==> src/rtl/shiftrows_iter_if.sv <==
// Block handshake bundle for shiftrows_iter.
//   in_valid/in_ready/inv/state_in : source side, block offered and accepted on in_valid && in_ready
//   out_valid/out_ready/state_out  : sink side, result held until out_ready
//   done_sr                        : one-cycle pulse in the first cycle a result is presented
// The slave modport is the shifter's view; the master modport is the source/sink driver's view.
interface shiftrows_iter_if #(
  parameter int unsigned NB = 4
);
  localparam int unsigned W = 32 * NB;

  logic         in_valid;
  logic         in_ready;
  logic         inv;
  logic [W-1:0] state_in;
  logic         out_valid;
  logic         out_ready;
  logic [W-1:0] state_out;
  logic         done_sr;

  modport master (
    output in_valid, inv, state_in, out_ready,
    input  in_ready, out_valid, state_out, done_sr
  );

  modport slave (
    input  in_valid, inv, state_in, out_ready,
    output in_ready, out_valid, state_out, done_sr
  );
endinterface

==> src/rtl/shiftrows_iter.sv <==
// Iterative Rijndael ShiftRows / InvShiftRows, one state row rotated per cycle.
// Ports:
//   clk  : single clock, rising edge
//   rst  : asynchronous active-high reset
//   bus  : shiftrows_iter_if.slave (in_valid/in_ready/inv/state_in in,
//          out_valid/out_ready/state_out/done_sr out)
// Byte j of the state sits at state[W-1-8j -: 8] with row j%4, column j/4.
// Rows 1..3 are rotated on the three cycles after accept; the result is
// presented in HOLD until the sink takes it. Row 0 has offset 0 and is never touched.
module shiftrows_iter #(
  parameter int unsigned NB = 4
) (
  input  logic             clk,
  input  logic             rst,
  shiftrows_iter_if.slave  bus
);

  localparam int unsigned W = 32 * NB;

  // Only the Rijndael block sizes with defined row offsets are supported.
  if (!(NB == 4 || NB == 6 || NB == 8)) begin : g_bad_nb
    $error("shiftrows_iter: NB must be 4, 6 or 8");
  end

  typedef enum logic [1:0] {
    IDLE  = 2'd0,
    SHIFT = 2'd1,
    HOLD  = 2'd2
  } state_t;

  // Row rotation offset; NB=8 uses the wider offsets for rows 2 and 3.
  function automatic int unsigned row_offset(input logic [1:0] r);
    int unsigned off;
    case (r)
      2'd0:    off = 0;
      2'd1:    off = 1;
      2'd2:    off = (NB == 8) ? 3 : 2;
      default: off = (NB == 8) ? 4 : 3;
    endcase
    return off;
  endfunction

  // Rotate one row of the state; forward pulls from column c+off, inverse from c-off.
  function automatic logic [W-1:0] rotate_row(input logic [W-1:0] s,
                                              input logic [1:0]   r,
                                              input logic         inv_dir);
    logic [W-1:0] res;
    int unsigned  off;
    int unsigned  rr;
    int unsigned  src;
    res = s;
    rr  = 32'(r);
    off = row_offset(r);
    for (int unsigned c = 0; c < NB; c++) begin
      // Offsets never exceed NB, so one conditional subtract replaces a modulo.
      src = inv_dir ? (c + NB - off) : (c + off);
      if (src >= NB) src = src - NB;
      res[W-1-8*(4*c+rr) -: 8] = s[W-1-8*(4*src+rr) -: 8];
    end
    return res;
  endfunction

  state_t       state_q, state_d;
  logic [1:0]   row_cnt_q, row_cnt_d;
  logic [W-1:0] work_q, work_d;
  logic [W-1:0] state_out_q, state_out_d;
  logic         inv_q, inv_d;
  logic         out_valid_q, out_valid_d;
  logic         done_sr_q, done_sr_d;

  logic         in_ready_c;
  logic         accept_c;
  logic [W-1:0] rot_c;

  // Next-state and datapath control.
  always_comb begin
    state_d     = state_q;
    row_cnt_d   = row_cnt_q;
    work_d      = work_q;
    inv_d       = inv_q;
    state_out_d = state_out_q;

    in_ready_c = (state_q == IDLE) || ((state_q == HOLD) && bus.out_ready);
    accept_c   = bus.in_valid && in_ready_c;
    rot_c      = rotate_row(work_q, row_cnt_q, inv_q);

    case (state_q)
      IDLE: begin
        state_d = IDLE;
      end
      SHIFT: begin
        work_d    = rot_c;
        row_cnt_d = row_cnt_q + 2'd1;
        if (row_cnt_q == 2'd3) begin
          state_out_d = rot_c;
          state_d     = HOLD;
        end
      end
      HOLD: begin
        if (bus.out_ready) state_d = IDLE;
      end
      default: begin
        state_d = IDLE;
      end
    endcase

    // Accept overrides the HOLD exit so handoff and reload share one edge.
    if (accept_c) begin
      work_d    = bus.state_in;
      inv_d     = bus.inv;
      row_cnt_d = 2'd1;
      state_d   = SHIFT;
    end

    out_valid_d = (state_d == HOLD);
    done_sr_d   = (state_q == SHIFT) && (row_cnt_q == 2'd3);
  end

  // State and datapath registers.
  always_ff @(posedge clk or posedge rst) begin
    if (rst) begin
      state_q     <= IDLE;
      row_cnt_q   <= 2'd0;
      work_q      <= '0;
      state_out_q <= '0;
      inv_q       <= 1'b0;
      out_valid_q <= 1'b0;
      done_sr_q   <= 1'b0;
    end else begin
      state_q     <= state_d;
      row_cnt_q   <= row_cnt_d;
      work_q      <= work_d;
      state_out_q <= state_out_d;
      inv_q       <= inv_d;
      out_valid_q <= out_valid_d;
      done_sr_q   <= done_sr_d;
    end
  end

  assign bus.in_ready  = in_ready_c;
  assign bus.out_valid = out_valid_q;
  assign bus.state_out = state_out_q;
  assign bus.done_sr   = done_sr_q;

endmodule

==> src/flat_wrapper.sv <==
// flat-port wrapper written by rule: the top's interface ports become plain ports
module shiftrows_iter_flat 
#(
  parameter int unsigned NB = 4
)
  (clk, rst, bus_in_valid, bus_inv, bus_state_in, bus_out_ready, bus_in_ready, bus_out_valid, bus_state_out, bus_done_sr);
  shiftrows_iter_if #(.NB(NB)) bus_i ();
  input  logic clk;
  input  logic rst;
  input wire logic [$bits(bus_i.in_valid)-1:0] bus_in_valid;
  input wire logic [$bits(bus_i.inv)-1:0] bus_inv;
  input wire logic [$bits(bus_i.state_in)-1:0] bus_state_in;
  input wire logic [$bits(bus_i.out_ready)-1:0] bus_out_ready;
  output wire logic [$bits(bus_i.in_ready)-1:0] bus_in_ready;
  output wire logic [$bits(bus_i.out_valid)-1:0] bus_out_valid;
  output wire logic [$bits(bus_i.state_out)-1:0] bus_state_out;
  output wire logic [$bits(bus_i.done_sr)-1:0] bus_done_sr;
  assign bus_i.in_valid = bus_in_valid;
  assign bus_i.inv = bus_inv;
  assign bus_i.state_in = bus_state_in;
  assign bus_i.out_ready = bus_out_ready;
  assign bus_in_ready = bus_i.in_ready;
  assign bus_out_valid = bus_i.out_valid;
  assign bus_state_out = bus_i.state_out;
  assign bus_done_sr = bus_i.done_sr;
  shiftrows_iter #(.NB(NB)) u_core (.clk(clk), .rst(rst), .bus(bus_i));
endmodule
==> config.mk <==
export PLATFORM = sky130hd
export DESIGN_NAME = shiftrows_iter_flat
export DESIGN_NICKNAME = d
export VERILOG_FILES = /design/src/rtl/shiftrows_iter_if.sv /design/src/rtl/shiftrows_iter.sv /design/src/flat_wrapper.sv
export SDC_FILE = /design/constraint.sdc
export NUM_CORES = 1
export LEC_CHECK = 0
export ABC_CLOCK_PERIOD_IN_PS = 27000
export BUFFER_PORTS_ARGS = -buffer_cell sky130_fd_sc_hd__buf_4
export CORE_MARGIN = 5
export CORE_UTILIZATION = 60
export CTS_CLUSTER_DIAMETER = 60
export DETAILED_ROUTE_END_ITERATION = 6
export GPL_TIMING_DRIVEN = 0
export PLACE_DENSITY = 0.84
export SETUP_SLACK_MARGIN = 0.1
export SLEW_MARGIN = 20
export SYNTH_ARGS = -nofsm -noshare
export SYNTH_HDL_FRONTEND = slang
export SYNTH_SLANG_ARGS = --single-unit
==> constraint.sdc <==
create_clock -name clk -period 27 [get_ports clk]
set_input_delay 4.05 -clock clk [delete_from_list [all_inputs] [get_ports clk]]
set_output_delay 4.05 -clock clk [all_outputs]
set_load 0.02 [all_outputs]
; Word-level counts from Yosys, hierarchy flattened
; Index checks and enable logic that the tools add are counted.
[totals]
wordCells = 89
register_bits = 263
[classes]
n_reduce_logical = 8
order_cmp = 4
n_addsub = 31
n_mux = 21
eq_ne = 6
shift = 12
[ops]
columns = operator, count
row1 = "variable shift 8 x 34 -> 135 bit, first input constant", 4
row2 = variable part select 135 x 33 -> 8 bit, 4
row3 = variable part select 8 x 34 -> 135 bit, 4
row4 = bitwise mux 128 bit, 4
row5 = 2-to-1 mux 128 bit, 2
row6 = "subtractor 7 x 32 -> 32 bit, first input constant", 7
row7 = negator 32 -> 34 bit, 4
row8 = ">= comparator 32 x 3 -> 1 bit, second input constant", 4
row9 = 2-to-1 mux 32 bit, 4
row10 = adder 29 x 2 -> 29 bit, 4
row11 = 2-to-1 mux 27 bit, 4
row12 = "subtractor 27 x 3 -> 27 bit, second input constant", 4
row13 = "subtractor 3 x 2 -> 4 bit, first input constant", 4
row14 = "adder 4 x 2 -> 5 bit, first input constant", 2
row15 = 2-to-1 mux 2 bit, 5
row16 = "equality test 2 bit, second input constant", 4
row17 = "subtractor 7 x 5 -> 8 bit, first input constant", 1
row18 = "adder 2 x 2 -> 3 bit, first input constant", 2
row19 = one-hot mux 2 bit (3 select lines), 1
row20 = "adder 3 x 2 -> 4 bit, first input constant", 1
row21 = "equality test 2 x 1 -> 1 bit, second input constant", 2
row22 = zero test 2 bit, 2
row23 = one-hot mux 2 bit (2 select lines), 1
row24 = "adder 1 x 2 -> 3 bit, first input constant", 1
row25 = other kinds (5), 7

; Depth between registers and ports, before layout
; Gate-level depths: netlist of run 1.
[depth]
word_depth = 16
ltp_mapped = 12
mapped_depth_nobuf = 8

; Least setup slack after synthesis of run 1
; OpenSTA, ideal clock, no wires.
[synth_path]
kind = input -> output
from = input bus_out_ready
to = output bus_in_ready
arrival_time_ps = 4286
stages = 1
path_buffers = 0
setup_slack_ps = 18664
path_cell_list = a21o_1
[synth_via]
elab_chain_cells = 2
[synth_rtl]
columns = item, line
row1 = "start, declared", flat_wrapper.sv:13  ; input wire logic [$bits(bus_i.out_ready)-1:0] bus_out_ready;
row2 = logical AND 1 bit, shiftrows_iter.sv:83  ; in_ready_c = (state_q == IDLE) || ((state_q == HOLD) && bus.out_ready);
row3 = logical OR 1 bit, shiftrows_iter.sv:83
row4 = "end, declared", flat_wrapper.sv:14  ; output wire logic [$bits(bus_i.in_ready)-1:0] bus_in_ready;
; No other way between the ends.

; Worst setup path after layout of run 1
; Same ends and word-level chain as after synthesis.

==> flow_metrics.tcl, run 1 <==
set metrics [dict create \
    root_buffer "clkbuf_16" \
    synth.largest_area_cell "dfrtp_1" \
    ys_seq_area_share_pct 48.71 \
    ys_ff_latch 263 \
    slew_violations 0 \
    power_density_nw_per_um2 154.9 \
    finalNonFillerCells 2019 \
    dp_slack_ns 18.43 \
    drive_gt1_share_pct 26.37 \
    synth.most_common_cell "dfrtp_1" \
    crit_arrival_ns 4.53 \
    synth_top_area_share_pct 48.71 \
    cts_tree "built" \
    synth_cells 1420 \
    seqCellArea_um2 6581 \
    hold_end "u_core.bus.state_out[102]$_DFFE_PP0P_" \
    tightest_slew_ns 1.160 \
    hold_start "u_core.bus.state_out[102]$_DFFE_PP0P_" \
    gp_congestion 1.017 \
    fill_cells 1634 \
    netlist_area_um2 13510 \
    synth_edf_count 0 \
    numClockSinks 263 \
    die_area_um2 25620 \
    grt_pass1_vias 13614 \
    timing.fmax_mhz 116.6 \
    drt_iter0_markers 2157 \
    num_io_pins 264 \
    yosys_warnings 0 \
    skew_ns 0.01732 \
    final-hold-violation-count 0 \
    hp-class "reg2reg" \
    postCtsSetupBuffers 0 \
    avgRoutedWirePerCell_um 27.74 \
    routed_via_density 6.948 \
    synth.distinct_cells 49 \
    nets 1856 \
    grt_setup_unrepaired "false" \
    die_w_um 160.1 \
    cts_buffer_depth 3 \
    async_flop_share_pct 100.0 \
    hold_buffers 0 \
    cts-htree-levels 1 \
    synth_fp_nets 1561 \
    setup_viol 0 \
    p_leak_nw 7.176 \
    cts_buffers 28 \
    grt_pass1_wl_mm 83.11 \
    finalCriticalPeriod_ns 8.576 \
    critical_path_class "in2out" \
    die_h_um 160.1 \
    core_area_um2 22430 \
    max-vdd-ir-drop_v 0.00007742 \
    final_util_pct 74.80 \
    ys.flop_type "dfrtp_1" \
    areaGrowthSynthToFinish_pct 24.20 \
    antenna_found_initial 1 \
    vias 14029 \
    synth_area_leaders "dfrtp_1 (49%), o22ai_1 (9.7%), a21oi_1 (8.3%), mux2_2 (7.2%), nor2_1 (5.8%)" \
    first_pass_iters 7 \
    worst_setup_path_start_kind "input port" \
    whs_path_depth 2 \
    syn_area_per_cell_um2 9.515 \
    finalSetupTns_ns 0 \
    portBuffers 263 \
    r2r_start "u_core.row_cnt_q[0]$_DFFE_PP0P_" \
    violations "design-rule violations" \
    worst_slack_ns 18.42 \
    reg2reg_slack_ns 23.35 \
    initial_core_util_pct 60.23 \
    row_count 55 \
    drc_errors 2 \
    rr_endpoint "u_core.work_q[93]$_DFFE_PP0P_" \
    synth_common_cells "dfrtp_1 (263), a21oi_1 (225), nor2_1 (210), o22ai_1 (210), clkbuf_1 (97)" \
    reg2reg_depth 10 \
    ant_nets 0 \
    grt_remaining_overflow 0 \
    dp_hpwl_mm 40.90 \
    path_clk_slew_ns 0.06 \
    cp_max_fo 3 \
    whs_ns 0.4793 \
    multi_input_area_um2 6321 \
    critPathRequiredTime_ns 22.95 \
    grt_start_max_net_pins 104 \
    clk_latency_ns 0.56 \
    track_usage_pct 41.88 \
    cp-end-kind "output pin" \
    routed_wl_mm 56.01 \
    post-route-period-util_pct 31.76 \
    ctsResizeCount 0 \
    status "finished, violations left" \
    slew_headroom_pct 22.64 \
    dp_cells 1970 \
    drv_cap 0 \
    cp-startpoint "bus_out_ready" \
]
## worst max-delay path by stage
stage / depth (start not counted) / end / slack [ns]
2_1_floorplan: 1 / u_core.bus.done_sr$_DFF_PP0_ / 15.71
3_3_place_gp: 2 / u_core.bus.state_out[38]$_DFFE_PP0P_ / 13.04
3_5_place_dp: 3 / bus_in_ready / 18.43
4_1_cts: 3 / bus_in_ready / 18.42
5_1_grt: 3 / bus_in_ready / 18.40
6_report: 3 / bus_in_ready / 18.42
## final cells by class
class,instances,area share (%)
clock buffer,44,4.899
inverter,16,0.4026
timing repair buffer,265,12.09
sequential,263,39.22
tap,285,2.125
multi-input combinational,1013,37.67
antenna,1,0.01491
clock inverter,4,0.3057
buffer,128,3.273
## sequential cells by signal, summed over array words and instances (netlist names)
register / count
u_core.row_cnt_q: 2
u_core.bus.done_sr: 1
u_core.inv_q: 1
u_core.state_q: 2
u_core.work_q: 128
u_core.bus.state_out: 128
u_core.bus.out_valid: 1
## per-layer routing
metal  GRT usage [%]  vias up  part of all wire (%)
met1           57.19     6772                    38
met4           19.28        2                   5.6
met5               0        -                 0.021
li1                -     5822                     -
met2           63.97     1216                    44
met3           9.884      217                    12
## cells in the final DEF (no fill, tap or decap), types with 2 or more instances in the layout
| cell | synthesis | routed |
|---|---|---|
| a21oi_1 | 225 | 225 |
| a221oi_1 | 6 | 6 |
| a222oi_1 | 6 | 6 |
| a22o_1 | 32 | 32 |
| a22oi_2 | 5 | 5 |
| buf_16 | 0 | 2 |
| buf_2 | 25 | 25 |
| buf_4 | 0 | 263 |
| buf_6 | 5 | 5 |
| clkbuf_1 | 97 | 108 |
| clkbuf_16 | 0 | 29 |
| clkbuf_8 | 0 | 4 |
| dfrtp_1 | 263 | 263 |
| ha_1 | 8 | 8 |
| inv_1 | 15 | 14 |
| mux2_2 | 86 | 86 |
| mux2i_1 | 13 | 13 |
| mux2i_4 | 6 | 6 |
| mux4_2 | 2 | 2 |
| nand2_1 | 44 | 44 |
| nand3_1 | 4 | 4 |
| nand4_1 | 3 | 3 |
| nor2_1 | 210 | 210 |
| nor2_4 | 17 | 17 |
| nor2b_1 | 2 | 2 |
| nor3b_1 | 32 | 32 |
| o21ai_0 | 33 | 33 |
| o21ai_1 | 36 | 36 |
| o221ai_1 | 2 | 2 |
| o22a_1 | 4 | 4 |
| o22ai_1 | 210 | 210 |
| or3_1 | 8 | 8 |
## cell families (layout without fill, tap and decap cells)
group           Yosys count  count (layout)  share of synthesized area [%]
flops                   263             263                          48.71
buf+inv                 144             457                          4.510
mux                     107             107                          9.464
xor+xnor                  1               1                        0.06483
compound gates          567             567                          24.97
other cells               0               1                              0
fa+ha+maj                 8               8                         0.7408
simple gates            330             330                          11.54
## report_power, final
group          switching [W]  leakage, nW  internal (W)
sequential          0.000143         3.08      0.000569
clock               0.000162        0.421      0.000217
combinational       0.000989         3.67      0.000520
## through the flow
step                instance area, um^2  total power [W]
global route                      16780         0.002667
global placement                  15840         0.002125
finish                            16780         0.002599
floorplan                         13510         0.001582
CTS                               16780         0.002531
detailed placement                15910         0.002150
## critical path, stage by stage
cell and delay, ns:
buf_4 0.12, a21o_1 0.20, buf_4 0.16
(Power assumes the default switching activity.)
==> inputs of run 2 (changes only) <==
--- a/config.mk
+++ b/config.mk
@@ -5,14 +5,15 @@
 export SDC_FILE = /design/constraint.sdc
 export NUM_CORES = 1
 export LEC_CHECK = 0
-export ABC_CLOCK_PERIOD_IN_PS = 27000
+export ABC_AREA = 1
+export ABC_CLOCK_PERIOD_IN_PS = 8100
 export BUFFER_PORTS_ARGS = -buffer_cell sky130_fd_sc_hd__buf_4
 export CORE_MARGIN = 5
-export CORE_UTILIZATION = 60
+export CORE_UTILIZATION = 57
 export CTS_CLUSTER_DIAMETER = 60
 export DETAILED_ROUTE_END_ITERATION = 6
 export GPL_TIMING_DRIVEN = 0
-export PLACE_DENSITY = 0.84
+export PLACE_DENSITY = 0.79
 export SETUP_SLACK_MARGIN = 0.1
 export SLEW_MARGIN = 20
 export SYNTH_ARGS = -nofsm -noshare
==> constraint.sdc (replaced) <==
create_clock -name clk -period 8.1 [get_ports clk]
set_input_delay 1.215 -clock clk [delete_from_list [all_inputs] [get_ports clk]]
set_output_delay 1.215 -clock clk [all_outputs]
set_load 0.02 [all_outputs]
==> run 2 against run 1 <==
The run still ends with design-rule violations left. Highest routed layer is now met4. Die area grew 16%. Hold slack gained 0.00091 ns. Critical path depth grew 10. Register-to-register slack lost 19 ns. Combinational power grew to 3.2 times the previous value. Total power grew to 3.2 times the previous value. Final cell count grew 39%. Critical endpoint is now u_core.bus.state_out[92]$_DFFE_PP0P_.
==> flow_metrics.tcl, run 2 <==
set metrics [dict create \
    status "finished, violations left" \
    violations "design-rule violations" \
    portBuffers 263 \
    grtUsageMet1_pct 54.45 \
    slowest_delay_ns 0.50 \
    synth.largest_area_cell "dfrtp_1" \
    synth_fp_nets 2296 \
    grt_pass1_wl_mm 95.14 \
    gp_congestion 1.059 \
    final_common_cell "nand2_1" \
    place_area_um2 17630 \
    numClockSinks 263 \
    grt_start_max_net_pins 35 \
    drive_gt1_share_pct 18.13 \
    grtUsageMet2_pct 60.92 \
    post-route-period-util_pct 45.26 \
    tightest_slew_ns 0.9210 \
    avgRoutedWirePerCell_um 22.02 \
    initial_core_util_pct 57.84 \
    hold_buffers 0 \
    finalCriticalPeriod_ns 3.666 \
    critPathRequiredTime_ns 8.59 \
    antenna_found_initial 0 \
    synth.distinct_cells 26 \
    drc_errors 2 \
    grt_setup_unrepaired "false" \
    routed_wl_mm 61.91 \
    netlist_area_um2 15070 \
    critical_path_class "reg2reg" \
    power_density_nw_per_um2 452.1 \
    synth_area_leaders "dfrtp_1 (44%), nand2_1 (23%), inv_1 (5.8%), nand4_1 (5.3%), nand3_1 (5.2%)" \
    root_buffer "clkbuf_16" \
    clk_latency_ns 0.57 \
    row_count 59 \
    grt_pass1_vias 16597 \
    dp_hpwl_mm 46.74 \
    final-hold-violation-count 0 \
    die_h_um 172.6 \
    cts_buffer_depth 3 \
    crit_chain "inv_2, buf_4, buf_4, buf_2, buf_2, ha_1, inv_2, nor2_1, buf_2, nand4_1, o21ai_1, nand2_1, nand2_1" \
    first_pass_iters 7 \
    ys_seq_area_share_pct 43.67 \
    max-vdd-ir-drop_v 0.0003367 \
    finalSetupTns_ns 0 \
    timing.fmax_mhz 272.7 \
    worst_setup_path_start_kind "flip-flop" \
    cp-end-kind "flip-flop" \
    yosys_warnings 0 \
    ys.flop_type "dfrtp_1" \
    met3_usage_pct 10.26 \
    nets 2597 \
    hp-class "reg2reg" \
    grt_remaining_overflow 0 \
    top_usage_layer "met2" \
    cts-htree-levels 1 \
    crit_arrival_ns 4.16 \
    dp_cells 2761 \
    cp_common_cell "buf_2" \
    num_io_pins 264 \
    p_leak_nw 9.978 \
    cts_buffers 28 \
    ant_nets 0 \
    antenna_cells 0 \
    final_util_pct 71.44 \
    slew_headroom_pct 38.60 \
    skew_ns 0.01826 \
    finalInstanceArea_um2 18620 \
    synth_top_area_share_pct 43.67 \
    vias 17013 \
    cp_max_fo 12 \
    die_area_um2 29790 \
    postCtsSetupBuffers 0 \
    crit_slowest_cell "ha_1" \
    core_area_um2 26060 \
    finalNonFillerCells 2812 \
    routed_via_density 6.050 \
    syn_area_per_cell_um2 6.994 \
    multi_input_area_um2 6857 \
    setup_viol 0 \
    path_clk_slew_ns 0.07 \
    ys_ff_latch 263 \
    fill_cells 2112 \
    synth_edf_count 0 \
    synth_cells 2155 \
    cts_tree "built" \
    die_w_um 172.6 \
    track_usage_pct 39.92 \
    ctsResizeCount 0 \
    synth_common_cells "nand2_1 (915), dfrtp_1 (263), inv_1 (231)" \
    synth.most_common_cell "nand2_1" \
    seqCellArea_um2 6581 \
    drt_iter0_markers 2577 \
    async_flop_share_pct 100.0 \
    final_cell_mix "nand2_1 (915), buf_4 (274), dfrtp_1 (263), inv_1 (230), nand3_1 (156)" \
    slew_violations 0 \
    areaGrowthSynthToFinish_pct 23.51 \
    drv_cap 0 \
]
==> run 2: power breakdown <==
part | switching, W | internal, W | total (W)
combinational | 0.00336 | 0.00141 | 0.00477
clock | 0.000577 | 0.000809 | 0.00139
sequential | 0.000396 | 0.00186 | 0.00226
==> run 2: critical path, delay by kind of cell (launching register included) <==
kind,cells,cell delay (ns)
compound gates,1,0.17
fa+ha+maj,1,0.50
buf+inv,7,1.67
flops,1,0.45
simple gates,4,0.77
==> run 2: per-stage QoR <==
| step | setup slack (ns) | total power, W | hold slack (ns) |
|---|---|---|---|
| final | 4.434 | 0.008416 | 0.4802 |
| after CTS | 4.589 | 0.008207 | 0.4841 |
| after global routing | 4.306 | 0.008794 | 0.4933 |
| after detailed placement | 4.645 | 0.006798 | 0.4662 |
| after global placement | 1.863 | 0.006707 | 0.4634 |
| after floorplan | 3.415 | 0.004992 | 0.4711 |
==> run 2: worst paths after layout <==
path,start,end,slack [ns],depth (start not counted)
setup / recovery,u_core.row_cnt_q[0]$_DFFE_PP0P_,u_core.bus.state_out[92]$_DFFE_PP0P_,4.43,13
hold / removal,u_core.bus.state_out[29]$_DFFE_PP0P_,u_core.bus.state_out[29]$_DFFE_PP0P_,0.48,2
setup reg to reg,u_core.row_cnt_q[0]$_DFFE_PP0P_,u_core.bus.state_out[92]$_DFFE_PP0P_,4.43,13
hold reg to reg,u_core.bus.state_out[29]$_DFFE_PP0P_,u_core.bus.state_out[29]$_DFFE_PP0P_,0.48,2
max in group asynchronous,rst,u_core.bus.state_out[115]$_DFFE_PP0P_,6.38,5
min in group asynchronous,rst,u_core.work_q[40]$_DFFE_PP0P_,0.69,2
==> run 2: final cells by class <==
class                   instances  area share (%)
plain buffers                 138           3.824
inverters                     245           4.980
multi-input cells            1509           36.83
clock inverters                11          0.8469
clock buffers                  40           4.443
flip-flops and latches        263           35.35
well taps                     335           2.252
repair buffers                271           11.47
==> run 2: cells by family after synthesis <==
kind of cell | count (synthesis) | synth area share [%]
flip-flops | 263 | 43.67
buffers and inverters | 383 | 10.84
AO/OA/AOI/OAI | 272 | 9.779
adder cells (fa/ha/maj) | 8 | 0.6641
AND/OR/NAND/NOR | 1229 | 35.05
==> run 2: per-layer routing <==
| layer | part of all wire [%] | up-vias |
|---|---|---|
| li1 | - | 7498 |
| met1 | 38 | 7932 |
| met2 | 44 | 1334 |
| met3 | 13 | 249 |
| met4 | 5.4 | 0 |
| met5 | 0 | - |
